File: src/rtl/fft_frame_ctrl.sv
// ---------------------------------------------------------------------------
// fft_frame_ctrl
//
// Sequencer that sits between the sample source (symbol mapper) and the
// OFDM FFT/IFFT core.  A start request makes it emit a single configuration
// beat (transform size, direction, scaling schedule) on the core's config
// AXI-Stream channel.  It then passes upstream samples straight through to
// the core's data channel.  Along the way it generates tlast every N samples,
// checks the upstream tlast against that framing, and counts completed frames.
//
// Optional build macro:
//   FFT_FRAME_ZERO_PAD_EN - when defined, an upstream tlast that arrives
//                           before the last sample of a frame stops upstream
//                           traffic. The rest of the frame is then filled
//                           with zero samples, so the core always sees
//                           complete N-point frames. When undefined, an early
//                           tlast is only flagged and forwarding continues.
//
// Parameters:
//   DATA_W    bits per I/Q component (sample tdata is {Q,I}, 2*DATA_W bits)
//   NFFT_LOG2 log2 of the transform size N (3..16)
//   CFG_W     config tdata width, at least 9+SCALE_W
//   FRAMES_W  width of the frame-count request and frame counter
//
// Ports:
//   aclk, aresetn            clock (rising edge) / async active-low reset
//   start                    one-cycle run request, honoured only when idle
//   fwd_inv                  1 = forward FFT, 0 = inverse (latched on start)
//   scale_sch                scaling schedule (latched on start)
//   num_frames               frames per run, 0 = run until stop (latched)
//   stop                     finish the current frame, then go idle
//   busy                     high whenever not idle
//   done                     one-cycle pulse in the first idle cycle of a run end
//   frame_cnt                frames completed in the current run (wraps)
//   err_tlast_early          pulse: upstream tlast before sample N-1
//   err_tlast_missing        pulse: upstream sample N-1 without tlast
//   s_axis_*                 upstream sample stream
//   m_axis_cfg_*             config stream to the FFT core
//   m_axis_data_*            sample stream to the FFT core
// ---------------------------------------------------------------------------
module fft_frame_ctrl #(
    parameter  int DATA_W    = 16,
    parameter  int NFFT_LOG2 = 6,
    parameter  int CFG_W     = 24,
    parameter  int FRAMES_W  = 8,
    localparam int SCALE_W   = 2 * ((NFFT_LOG2 + 1) / 2)
) (
    input  logic                  aclk,
    input  logic                  aresetn,

    input  logic                  start,
    input  logic                  fwd_inv,
    input  logic [SCALE_W-1:0]    scale_sch,
    input  logic [FRAMES_W-1:0]   num_frames,
    input  logic                  stop,

    output logic                  busy,
    output logic                  done,
    output logic [FRAMES_W-1:0]   frame_cnt,
    output logic                  err_tlast_early,
    output logic                  err_tlast_missing,

    input  logic [2*DATA_W-1:0]   s_axis_tdata,
    input  logic                  s_axis_tvalid,
    output logic                  s_axis_tready,
    input  logic                  s_axis_tlast,

    output logic [CFG_W-1:0]      m_axis_cfg_tdata,
    output logic                  m_axis_cfg_tvalid,
    input  logic                  m_axis_cfg_tready,

    output logic [2*DATA_W-1:0]   m_axis_data_tdata,
    output logic                  m_axis_data_tvalid,
    input  logic                  m_axis_data_tready,
    output logic                  m_axis_data_tlast
);

    // The PAD state only exists in the zero-padding build.
    typedef enum logic [1:0] {
        IDLE = 2'd0,
        CFG  = 2'd1,
        DATA = 2'd2
`ifdef FFT_FRAME_ZERO_PAD_EN
        ,
        PAD  = 2'd3
`endif
    } state_t;

    // All-ones is sample index N-1, so the counter wraps N-1 -> 0 by itself.
    localparam logic [NFFT_LOG2-1:0] CNT_LAST = '1;

    state_t                 state;
    logic [NFFT_LOG2-1:0]   cnt;
    logic [FRAMES_W-1:0]    num_frames_q;
    logic [FRAMES_W-1:0]    frame_cnt_next;
    logic                   stop_req;
    logic [CFG_W-1:0]       cfg_word;
    logic                   data_hs;
    logic                   at_last;
    logic                   frame_end;
    logic                   run_over;

    assign busy = (state != IDLE);

    // Config word layout expected by the core: size in [4:0], direction in
    // [8], scaling schedule directly above it, every other bit zero.
    always_comb begin
        cfg_word                = '0;
        cfg_word[4:0]           = 5'(NFFT_LOG2);
        cfg_word[8]             = fwd_inv;
        cfg_word[8+SCALE_W:9]   = scale_sch;
    end

    // A sample moves to the core when the core accepts it.  In DATA the
    // upstream valid is also needed.  In PAD the zero filler is always valid.
    always_comb begin
        data_hs = 1'b0;
        case (state)
            DATA:    data_hs = s_axis_tvalid && m_axis_data_tready;
`ifdef FFT_FRAME_ZERO_PAD_EN
            PAD:     data_hs = m_axis_data_tready;
`endif
            default: data_hs = 1'b0;
        endcase
    end

    assign at_last        = (cnt == CNT_LAST);
    assign frame_end      = data_hs && at_last;
    assign frame_cnt_next = frame_cnt + 1'b1;

    // A run ends at a frame boundary if stop is present now, or was seen at
    // any point since the start, or the requested frame count is reached.
    assign run_over = stop || stop_req ||
                      ((num_frames_q != '0) && (frame_cnt_next == num_frames_q));

    // Data path is a zero-latency combinational pass-through gated by state.
    // Outside DATA/PAD everything is held at zero, so an async reset forces
    // every stream output low immediately.
    always_comb begin
        s_axis_tready      = 1'b0;
        m_axis_data_tvalid = 1'b0;
        m_axis_data_tdata  = '0;
        m_axis_data_tlast  = 1'b0;
        case (state)
            DATA: begin
                s_axis_tready      = m_axis_data_tready;
                m_axis_data_tvalid = s_axis_tvalid;
                m_axis_data_tdata  = s_axis_tdata;
                m_axis_data_tlast  = at_last;
            end
`ifdef FFT_FRAME_ZERO_PAD_EN
            PAD: begin
                m_axis_data_tvalid = 1'b1;
                m_axis_data_tlast  = at_last;
            end
`endif
            default: begin
                s_axis_tready      = 1'b0;
                m_axis_data_tvalid = 1'b0;
            end
        endcase
    end

    // Control FSM with registered status outputs.  The frame-end handling is
    // placed after the per-state case, so that its state/done updates take
    // priority over anything the case assigned in the same cycle.
    always_ff @(posedge aclk or negedge aresetn) begin
        if (!aresetn) begin
            state             <= IDLE;
            cnt               <= '0;
            frame_cnt         <= '0;
            num_frames_q      <= '0;
            stop_req          <= 1'b0;
            m_axis_cfg_tdata  <= '0;
            m_axis_cfg_tvalid <= 1'b0;
            done              <= 1'b0;
            err_tlast_early   <= 1'b0;
            err_tlast_missing <= 1'b0;
        end else begin
            done              <= 1'b0;
            err_tlast_early   <= 1'b0;
            err_tlast_missing <= 1'b0;

            case (state)
                IDLE: begin
                    if (start) begin
                        m_axis_cfg_tdata  <= cfg_word;
                        m_axis_cfg_tvalid <= 1'b1;
                        num_frames_q      <= num_frames;
                        // A stop arriving together with start is remembered
                        // and takes effect at the first frame end.
                        stop_req          <= stop;
                        frame_cnt         <= '0;
                        cnt               <= '0;
                        state             <= CFG;
                    end
                end

                CFG: begin
                    if (m_axis_cfg_tready) begin
                        m_axis_cfg_tvalid <= 1'b0;
                        state             <= DATA;
                    end
                end

                DATA: begin
                    if (data_hs) begin
                        cnt <= cnt + 1'b1;
                        if (s_axis_tlast && !at_last) begin
                            err_tlast_early <= 1'b1;
`ifdef FFT_FRAME_ZERO_PAD_EN
                            state           <= PAD;
`endif
                        end
                        if (!s_axis_tlast && at_last) begin
                            err_tlast_missing <= 1'b1;
                        end
                    end
                end

`ifdef FFT_FRAME_ZERO_PAD_EN
                PAD: begin
                    if (data_hs) begin
                        cnt <= cnt + 1'b1;
                    end
                end
`endif

                default: begin
                    state <= IDLE;
                end
            endcase

            // Stop is a level that may be short.  It is latched so that it is
            // honoured at the next frame boundary, even after it drops.
            if ((state != IDLE) && stop) begin
                stop_req <= 1'b1;
            end

            if (frame_end) begin
                frame_cnt <= frame_cnt_next;
                if (run_over) begin
                    state    <= IDLE;
                    done     <= 1'b1;
                    stop_req <= 1'b0;
                end else begin
                    state    <= DATA;
                end
            end
        end
    end

endmodule

File: config.mk
export PLATFORM = sky130hd
export DESIGN_NAME = fft_frame_ctrl
export DESIGN_NICKNAME = d
export VERILOG_FILES = /design/src/rtl/fft_frame_ctrl.sv
export SDC_FILE = /design/constraint.sdc
export NUM_CORES = 1
export LEC_CHECK = 0
export ABC_AREA = 0
export BUFFER_PORTS_ARGS = -buffer_cell sky130_fd_sc_hd__buf_2
export CAP_MARGIN = 0
export CORE_MARGIN = 10
export CORE_UTILIZATION = 47
export DETAILED_ROUTE_END_ITERATION = 8
export MAX_ROUTING_LAYER = met4
export PLACE_DENSITY_LB_ADDON = 0.15
export REMOVE_ABC_BUFFERS = 1
export SLEW_MARGIN = 10
export SYNTH_ARGS = -nofsm -noshare
export SYNTH_HDL_FRONTEND = slang
export SYNTH_SLANG_ARGS = --single-unit
File: constraint.sdc
create_clock -name aclk -period 4.85 [get_ports aclk]
set_input_delay 0.7275 -clock aclk [delete_from_list [all_inputs] [get_ports aclk]]
set_output_delay 0.7275 -clock aclk [all_outputs]
set_load 0.01 [all_outputs]
* Word level (Yosys, flattened, before mapping)
Index checks and enable logic that the tools add are counted.
** Storage, ports and cells
- Input bits :: 55
- Output and inout port bits :: 72
- Bits in registers :: 38
- Logic and storage cells :: 76
** Cells by class
- Equality and inequality tests :: 10
- $add $sub $neg :: 2
- Muxes and demuxes :: 32
- Reductions and logical operators :: 22
** Operators by type and width (number)
- $mux W32 :: 1
- $mux W8 :: 3
- $mux W1 :: 19
- $mux W6 :: 2
- $pmux W6 S2 :: 1
- $reduce_bool A2 Y1 :: 5
- $reduce_and A3 Y1 :: 3
- $add A8 B1 Y8 const B :: 1
- $eq A8 B8 Y1 :: 1
- $mux W2 :: 4
- $ne A2 B2 Y1 const B :: 4
- $reduce_bool A8 Y1 :: 1
- $add A6 B1 Y6 const B :: 1
- $eq A6 B6 Y1 const B :: 1
- $logic_and A1 B1 Y1 :: 6
- $ne A3 B3 Y1 const B :: 2
- $pmux W2 S3 :: 1
- $reduce_and A2 Y1 :: 2
- $eq A2 B1 Y1 const B :: 1
- $eq A2 B2 Y1 const B :: 1
- $logic_not A1 Y1 :: 2
- $logic_not A2 Y1 :: 1
- $logic_or A1 B1 Y1 :: 2
- $pmux W1 S2 :: 1

* Depth between registers and ports, before layout
Gate-level depths: netlist (run 1).
- Depth after elaboration :: 6
- Mapped depth :: 7
- Mapped depth without buffers :: 6

* Worst setup path after synthesis (run 1)
No wires, ideal clock.
- Path type :: reg2out
- Start :: reg state[0]
- End :: out m_axis_data_tdata[22]
- Setup slack :: 3.034 ns
- Buffers on the path :: 1
- Cell stages (with the launch flop) :: 4
- Required time :: 4.123 ns
- Data arrival time :: 1.088 ns
- Cell sequence :: dfrtp_1 and2b_4 clkbuf_1 and2_1
** On the way
- Cells in the longest elaborated chain, start to end :: 2
** RTL lines
- start: declaration :: line 92 : state_t state;
- start signal: assignment :: line 169 : state <= IDLE;
- start signal: assignment :: line 195 : state <= CFG;
- start signal: assignment :: line 202 : state <= DATA;
- $eq A2 B2 Y1 :: line 144 : case (state)
- $mux W32 :: line 144
- end: declaration :: line 72 : output logic [2*DATA_W-1:0] m_axis_data_tdata,
No other way between the ends.

* Final worst setup path (run 1)
- Start :: reg state[0]
- End :: out s_axis_tready
** On the way
- Cells in the longest elaborated chain, start to end :: 2
** RTL lines
- $eq A2 B2 Y1 :: line 144
- $mux W1 :: line 144
- end: declaration :: line 65 : output logic s_axis_tready,
No other way between the ends.

==> metrics.txt, run 1 <==
Setup CP Type=flop to output pin; cell internal pwr=0.708 mW; main combinational cell family by area after synthesis=simple AND/OR/NAND/NOR gates; share of cells above drive strength 1=36.1%; clk slew on worst S/H paths=0.07 ns; RR Endpoint=state[1]; Yosys top cell area share=between 40 and 50%; drt first pass iters=4; placement row count=24; WL final=5890 µm; DRT antenna net count=0; Nets=roughly 410; Power Dens Cells=415 nW/µm²; mux cell area share after synthesis=0%; Fillers=403; Hold Crit Class=flop to flop; via-per-instance ratio=4.76; Root Buffer=clkbuf_8; Peak VDD IR=between 0.15 and 0.2 mV; count of cell types in the netlist=41; Worst slew margin=43.2%; Max clock buf depth=2; antenna violations before repair=0; total grt overflow=0; CTS sink count=37; Area contributors post-synth=dfrtp_1 (42%), and2_1 (10%), nand2_1 (9.8%), buf_4 (6.2%), xnor2_1 (4.8%); Synth area leader=dfrtp_1; FF/Latch Area=926 µm²; hold endpoint=m_axis_cfg_tdata[9]; area of the multi-input gates=between 1000 and 1500 µm²; Flop pwr share=39.6%; Tmin final=between 2 and 2.5 ns; Final TNS setup=0 ns; Post-Synth XOR/XNOR Area=6.41%; WL/cell=~14 µm; Setup Buffers After CTS=0; DR DRC count=0; Initial Utilization=between 40% and 50%; ys async rst share=100%; Required @ worst endpoint=4.12 ns; DP HPWL=4650 µm; ant diodes=0; Setup WS post-layout=2.58 ns; Logic pwr share=between 40 and 50%; ys flop type=dfrtp_1; Post-Synth Simple-Gate Area=33.1%; Final Setup Violations=0; synth warn=0; CP arrival=between 1.5 and 2 ns; largest net degree at the start of global routing=38; Area Growth Syn to Fin=26.4%; sw frac=38.2%; top post-synthesis cells by count=nand2_1 (57), dfrtp_1 (37), and2_1 (36); Max FO, Critical Path=36; IO buf count=111; Max Freq=441 MHz; Setup crit start kind=flop; Total Die Area=approximately 7800 µm²; final worst-path cycle share=46.8%; final hold vios=0; final core occ=between 60% and 70%; worst clock skew=approximately 0.0066 ns; pre-CTS WS=2.73 ns; RR Startpoint=state[0]; total CTS buffers=5; Seq/Total Area, Yosys=between 40% and 50%; R2R Setup Slk=3.00 ns; LEAKAGE=approximately 1.6 nW; post-synthesis cell area=2190 µm²; nature of the critical path endpoint=output pin; hold depth=2; Top Ports=127; H-tree depth=2; Clock Latency Late Sink=0.29 ns; gpl congestion=0.814; Slew Viols, Final=0; post-synthesis adder-cell area fraction=1.14%; r2r worst-path depth=5; CTS-repair resized insts=0; Synth Area per Inst=8.71 µm²; MaxCap Viol Count=0; number of DRC markers in iteration 0=75; Post-synth EDFFs=0; hold_ws=0.469 ns; compound-gate portion of the synthesized area=7.84%; cts hold-fix bufs=0; first-pass GRT wire length=8990 µm; CTS tree=yes; reported net switching power=between 0.4 and 0.5 mW; Clk pwr share=a little under a fifth; Power Total=approximately 1.1 mW; gr usage total=between 10% and 20%; vias in the first global route=1,909; outcome=finished clean; hold path start=m_axis_cfg_tdata[9]; Die H=between 80 and 90 µm; worst slew pin tran=0.851 ns; count leader, synth=nand2_1; Post-Synthesis Cells=251; DR vias=1,945; unrepaired setup endpoints after global routing=no; Placeable Area=around 4400 µm²; Seq cells post-synth=37; Die Span X=88.2 µm
==> per-stage QoR <==
stage / instance area, µm² / cells
after floorplan: 2060 / 239
after global placement: 2680 / 402
after detailed placement: 2680 / 402
after CTS: 2770 / 409
after global routing: 2770 / 409
final: 2770 / 409
==> state kept, by name, summed over array words and instances (netlist names) <==
name,count
num_frames_q,8
m_axis_cfg_tdata,8
cnt,6
stop_req,1
frame_cnt,8
err_tlast_missing,1
err_tlast_early,1
done,1
m_axis_cfg_tvalid,1
state,2
==> layout by cell type (no fill, tap or decap), types with 3 or more instances in the layout <==
cell / netlist / final
a21oi_1: 4 / 4
and2_1: 36 / 36
and3_1: 3 / 3
buf_2: 1 / 111
clkbuf_8: 0 / 6
conb_1: 1 / 15
dfrtp_1: 37 / 37
inv_1: 4 / 4
nand2_1: 57 / 57
nand3_1: 5 / 5
nor2_1: 15 / 15
nor3_1: 3 / 3
o21ai_0: 7 / 7
o21ai_1: 8 / 8
xnor2_1: 12 / 12
xor2_1: 4 / 4
==> power groups by stage <==
stage	logic, mW	registers, mW	clock network (mW)
floorplan	0.292	0.462	0
global placement	0.481	0.459	0
detailed placement	0.486	0.459	0
CTS	0.487	0.455	0.223
global route	0.532	0.468	0.237
finish	0.475	0.454	0.217
==> routing by layer <==
metal / up-vias / share of wire (%) / track usage (%)
li1: 995 / - / -
met1: 877 / 42 / 17.0
met2: 69 / 51 / 24.7
met3: 4 / 6.8 / 3.95
met4: 0 / 0.36 / 5.14
met5: - / 0 / -
==> logic make-up after synthesis <==
kind of cell             after synthesis
AND/OR/NAND/NOR                      136
flip-flops                            37
buffers and inverters                 30
AO/OA/AOI/OAI                         29
XOR/XNOR                              16
adder cells (fa/ha/maj)                2
other                                  1
==> area by class of cell <==
class	instances	area share [%]
Timing Repair Buffer	111	20.1
Sequential cell	37	33.5
Inverter	4	0.543
Clock buffer	7	3.12
Tap cell	52	2.35
Multi-Input combinational cell	198	40.4
==> critical path: stages, from the launching register on <==
cell,delay [ns]
dfrtp_1,0.45
and2b_4,0.46
and2_1,0.19
buf_2,0.14
==> how the worst max path moves through the flow <==
stage | startpoint | endpoint | slack [ns] | cells after the start
after floorplan | s_axis_tvalid | frame_cnt[4] | 3.00 | 5
after global routing | state[0] | s_axis_tready | 2.47 | 3
after global placement | s_axis_tvalid | state[1] | 2.80 | 6
after CTS | state[0] | s_axis_tready | 2.57 | 3
after detailed placement | s_axis_tvalid | state[1] | 2.73 | 6
final | state[0] | s_axis_tready | 2.58 | 3
(Power assumes the default switching activity.)
==> run 2: changes to the inputs <==
- CORE_UTILIZATION: 47 -> 44
- clock period: 4.85 -> 2.2 ns (I/O delays scaled with it)
==> metrics.txt, run 2 (same netlist as run 1, synthesis figures left out) <==
met2 wire length=2970 µm (-0.23%); DRT antenna net count=0 (unchanged); Placeable Area=4790 µm² (+7.7%); most frequent cells in the layout=buf_2 (111), nand2_1 (57), dfrtp_1 (37); vias in the first global route=2,003 (+4.9%); outcome=finished clean; Setup crit start kind=flop; biggest regs=frame_cnt x8, m_axis_cfg_tdata x8, num_frames_q x8; reported net switching power=0.985 mW (+120%); CTS sink count=37 (unchanged); number of DRC markers in iteration 0=69 (-8.0%); DR vias=1,967 (+1.1%); final hold vios=0 (unchanged); CP arrival=1.54 ns (about the same); Max clock buf depth=2 (unchanged); largest net degree at the start of global routing=38 (unchanged); cts hold-fix bufs=0 (unchanged); Worst slew margin=45.9% (+2.6 points); dpl cells=419 (+4.2%); Initial Utilization=45.7% (-3.5 points); Final Setup Violations=0 (unchanged); clk slew on worst S/H paths=0.08 ns (about the same); drt first pass iters=4 (unchanged); Area Growth Syn to Fin=30.1%; Max Freq=~540 MHz; Setup CP Type=flop to output pin; IO buf count=111 (unchanged); CTS tree=yes; LEAKAGE=1.60 nW (+2.1%); Nets=416 (+0.48%); unrepaired setup endpoints after global routing=no; DR DRC count=0 (unchanged); nature of the critical path endpoint=output pin; CTS-repair resized insts=0 (unchanged); Hold Crit Class=primary input to asynchronous set/reset pin; total grt overflow=0 (unchanged); sw frac=35.6% (-2.6 points); total CTS buffers=5 (unchanged); worst clock skew=0.00875 ns (+0.00215 ns); Logic pwr share=38.7% (-2.8 points); Fillers=489 (+21%); Root Buffer=clkbuf_8; Max FO, Critical Path=36 (unchanged); Peak VDD IR=0.593 mV (+210%); share of cells above drive strength 1=36.9% (+0.81 points); commonest non-fill, non-tap cell in the layout=buf_2; Top Ports=127 (unchanged); met3 routed WL=284 µm (-29%); final core occ=59.5% (-2.7 points); first-pass GRT wire length=9700 µm (+7.9%); WL/cell=13.9 µm (-3.5%); Total Die Area=8190 µm² (+5.3%); placement row count=25 (+4.2%); M1 WL=2650 µm (+6.3%); gpl congestion=0.805 (-1.1%); final worst-path cycle share=84.8%; antenna violations before repair=0 (unchanged); Clk pwr share=25.0% (+6.1 points); cell internal pwr=1.78 mW (+150%); DP HPWL=4770 µm (+2.6%); via-per-instance ratio=4.61 (-3.1%); MaxCap Viol Count=0 (unchanged); Clock Latency Late Sink=0.29 ns (about the same); Die H=90.5 µm (+2.6%); Die Span X=90.5 µm (+2.6%); worst slew pin tran=0.812 ns (-0.0393 ns); non-filler cells, final=427 (+4.4%); Tmin final=around 1.9 ns; Slew Viols, Final=0 (unchanged); Flop pwr share=36.3% (-3.3 points); Power Dens Cells=971 nW/µm² (+130%); WL final=5940 µm (+0.73%); H-tree depth=2 (unchanged); Final TNS setup=0 ns (unchanged); ant diodes=0 (unchanged); max layer used=met4; Required @ worst endpoint=1.87 ns (-2.25 ns); gr usage total=14.5% (-0.40 points); Setup Buffers After CTS=0 (unchanged)
==> run 2: cell count changes in the layout (fill, tap and decap cells not counted) <==
cell,delta
buf_4,+2
bufinv_16,+2
clkbuf_1,-1
clkbuf_8,-1
clkinv_2,+1
==> run 2: layout make-up <==
class	instances	area, µm²	share of cell area (%)
multi-input combinational	198	1120	39.3
sequential	37	926	32.5
timing repair buffer	113	571	20.0
tap	67	83.8	2.95
clock buffer	5	68.8	2.42
clock inverter	3	65.1	2.29
inverter	4	15.0	0.527
==> run 2: through the flow <==
| stage | worst slack (ns) | instance area, µm² | hold WS, ns | power, mW |
|---|---|---|---|---|
| detailed placement | 0.430 | 2710 | 0.461 | 2.11 |
| global route | 0.202 | 2850 | 0.194 | 2.98 |
| finish | 0.334 | 2850 | 0.127 | 2.76 |
| CTS | 0.330 | 2850 | 0.153 | 2.80 |
| global placement | 0.477 | 2710 | 0.454 | 2.09 |
| floorplan | 0.597 | 2060 | 0.0344 | 1.66 |
==> run 2: critical path: stages (launching register included) <==
cell     delay [ns]
dfrtp_1        0.45
and2b_4        0.46
and2_1         0.19
buf_2          0.14
==> run 2: final timing paths <==
check | start | to | slack (ns) | cells past startpoint
worst max-delay path | state[0] | s_axis_tready | 0.33 | 3
worst min-delay path | aresetn | err_tlast_early | 0.13 | 1
worst max register to register | state[0] | frame_cnt[4] | 0.40 | 5
worst min register to register | m_axis_cfg_tdata[12] | m_axis_cfg_tdata[12] | 0.47 | 2
max in group asynchronous | aresetn | num_frames_q[6] | 1.55 | 1
min in group aclk | s_axis_tlast | err_tlast_missing | 0.22 | 2
==> run 2: metal layers <==
metal  vias up  GRT usage [%]
met5         -              -
met4         0           2.79
met3         5           3.66
met2        66           23.3
met1       895           18.0
li1       1001              -
==> run 2: power groups by stage <==
stage	clock network, mW	registers [mW]	logic (mW)
finish	0.690	1.00	1.07
global route	0.729	1.03	1.22
CTS	0.702	1.00	1.10
detailed placement	0	1.02	1.09
global placement	0	1.01	1.08
floorplan	0	1.02	0.645
==> run 3: changes to the inputs <==
- clock period: 2.2 -> 1.8 ns (I/O delays scaled with it)
==> metrics.txt, run 3 (same netlist as run 1, synthesis figures left out) <==
number of DRC markers in iteration 0=124 (+80%); max incr delay on CP=0.40 ns (-0.06 ns); Tmin final=1.72 ns; Clock Latency Late Sink=0.29 ns (about the same); via-per-instance ratio=4.61 (+0.13%); final hold vios=0 (unchanged); biggest regs=frame_cnt x8, m_axis_cfg_tdata x8, num_frames_q x8; Setup CP Type=flop to output pin; outcome=finished clean; H-tree depth=2 (unchanged); final worst-path cycle share=approximately 96%; Final Setup Violations=0 (unchanged); vias in the first global route=2,067 (+3.2%); Top Ports=127 (unchanged); Peak VDD IR=0.772 mV (+30%); Placeable Area=4790 µm² (unchanged); GR Layer Usage met3=4.24% (+0.58 points); DRT antenna net count=0 (unchanged); drt first pass iters=5 (+1); Initial Utilization=45.7% (unchanged); total CTS buffers=5 (unchanged); Fillers=454 (-7.2%); WL final=6140 µm (+3.4%); DP HPWL=4840 µm (+1.3%); non-filler cells, final=439 (+2.8%); worst clock skew=0.00793 ns (-0.000824 ns); final core occ=62.1% (+2.6 points); Total Die Area=8190 µm² (unchanged); gr usage total=15.0% (+0.50 points); MaxCap Viol Count=0 (unchanged); DR vias=2,025 (+2.9%); largest net degree at the start of global routing=22 (-42%); Worst path slowest cell=dfrtp_1; Root Buffer=clkbuf_8; met2 Use GR=25.5% (+2.3 points); antenna violations before repair=0 (unchanged); placement row count=25 (unchanged); Setup crit start kind=flop; Power Dens Cells=1190 nW/µm² (+23%); CTS sink count=37 (unchanged); unrepaired setup endpoints after global routing=yes; commonest non-fill, non-tap cell in the layout=buf_2; CP arrival=1.45 ns (-0.09 ns); CTS tree=yes; Hold Crit Class=primary input to flop; Nets=428 (+2.9%); share of cells above drive strength 1=39.5% (+2.6 points); dpl cells=425 (+1.4%); WL/cell=14.0 µm (+0.61%); grt peak-use layer=met2; LEAKAGE=1.66 nW (+4.3%); DR DRC count=0 (unchanged); Max FO, Critical Path=18 (-50%); gpl congestion=0.855 (+6.1%); Required @ worst endpoint=1.53 ns (-0.34 ns); Area Growth Syn to Fin=35.9%; clk slew on worst S/H paths=0.08 ns (about the same); ant diodes=0 (unchanged); IO buf count=111 (unchanged); Max Freq=581 MHz; nature of the critical path endpoint=output pin; Max clock buf depth=2 (unchanged); most frequent cells in the layout=buf_2 (110), nand2_1 (57), dfrtp_1 (37); Slew Viols, Final=0 (unchanged); first-pass GRT wire length=10,100 µm (+3.9%); met1 usage=17.1% (-0.88 points); Critical Path, Cell by Cell=buf_6, and2b_4, and2_4, buf_2; Die Span X=90.5 µm (unchanged); total grt overflow=0 (unchanged); Die H=90.5 µm (unchanged)
==> run 3: cell types whose count changed in the layout (fill, tap and decap cells not counted), moves of 2 or more <==
cell,change
buf_6,+2
and2_4,+2
buf_4,+7
and2_1,-2
==> run 3: worst paths after layout <==
| path | to | start | depth (start not counted) | slack [ns] |
|---|---|---|---|---|
| max | m_axis_data_tdata[29] | state[0] | 4 | 0.08 |
| min | num_frames_q[3] | num_frames[3] | 3 | 0.17 |
| max reg2reg | cnt[5] | state[0] | 5 | 0.19 |
| min reg2reg | m_axis_cfg_tdata[12] | m_axis_cfg_tdata[12] | 2 | 0.47 |
| max in group asynchronous | frame_cnt[1] | aresetn | 3 | 0.88 |
| min in group asynchronous | m_axis_cfg_tvalid | aresetn | 2 | 0.47 |
==> run 3: stage by stage <==
stage	hold WS (ns)	area [µm²]	worst slack, ns	TNS, ns	power [mW]
5_1_grt	0.160	2970	-0.0152	-0.0619	3.83
2_1_floorplan	-0.0256	2060	0.197	0	2.03
4_1_cts	0.162	2920	0.0160	0	3.50
6_report	0.168	2970	0.0798	0	3.54
3_3_place_gp	0.260	2770	0.208	0	2.59
3_5_place_dp	0.258	2770	0.160	0	2.61
==> run 3: cell type report <==
| type | count | area (µm²) | area share (%) |
|---|---|---|---|
| timing repair buffer | 123 | 671 | 22.6 |
| multi-input combinational | 200 | 1140 | 38.4 |
| clock buffer | 5 | 68.8 | 2.32 |
| inverter | 4 | 15.0 | 0.505 |
| tap | 67 | 83.8 | 2.82 |
| sequential | 37 | 926 | 31.2 |
| clock inverter | 3 | 65.1 | 2.19 |
==> run 3: critical path: cells and delay by family, from the launching register on <==
kind,cells,cell delay [ns]
AND/OR/NAND/NOR,2,0.50
flip-flops,1,0.40
buffers and inverters,2,0.26
==> run 3: repair_timing <==
| action | in CTS | in global routing |
|---|---|---|
| cloned | 1 | 1 |
| endpoints found under the setup margin | 34 | 23 |
| hold endpoints to repair | 19 | 0 |
| gates resized for setup | 1 | 7 |
| hold buffers | 1 | 0 |
| setup buffers | 0 | 3 |
| pin swaps | 0 | 1 |
==> run 3: layer usage <==
| metal | share of wire (%) | wire length [µm] |
|---|---|---|
| met1 | 43 | 2660 |
| met2 | 51 | 3100 |
| met3 | 5.7 | 348 |
| met4 | 0.42 | 26 |
| met5 | 0 | 0 |
==> run 3: power breakdown <==
group / internal [mW] / leakage (nW) / total (mW) / switching (mW)
sequential: 1.04 / 0.477 / 1.19 / 0.149
combinational: 0.691 / 1.12 / 1.50 / 0.810
clock: 0.550 / 0.0681 / 0.842 / 0.292
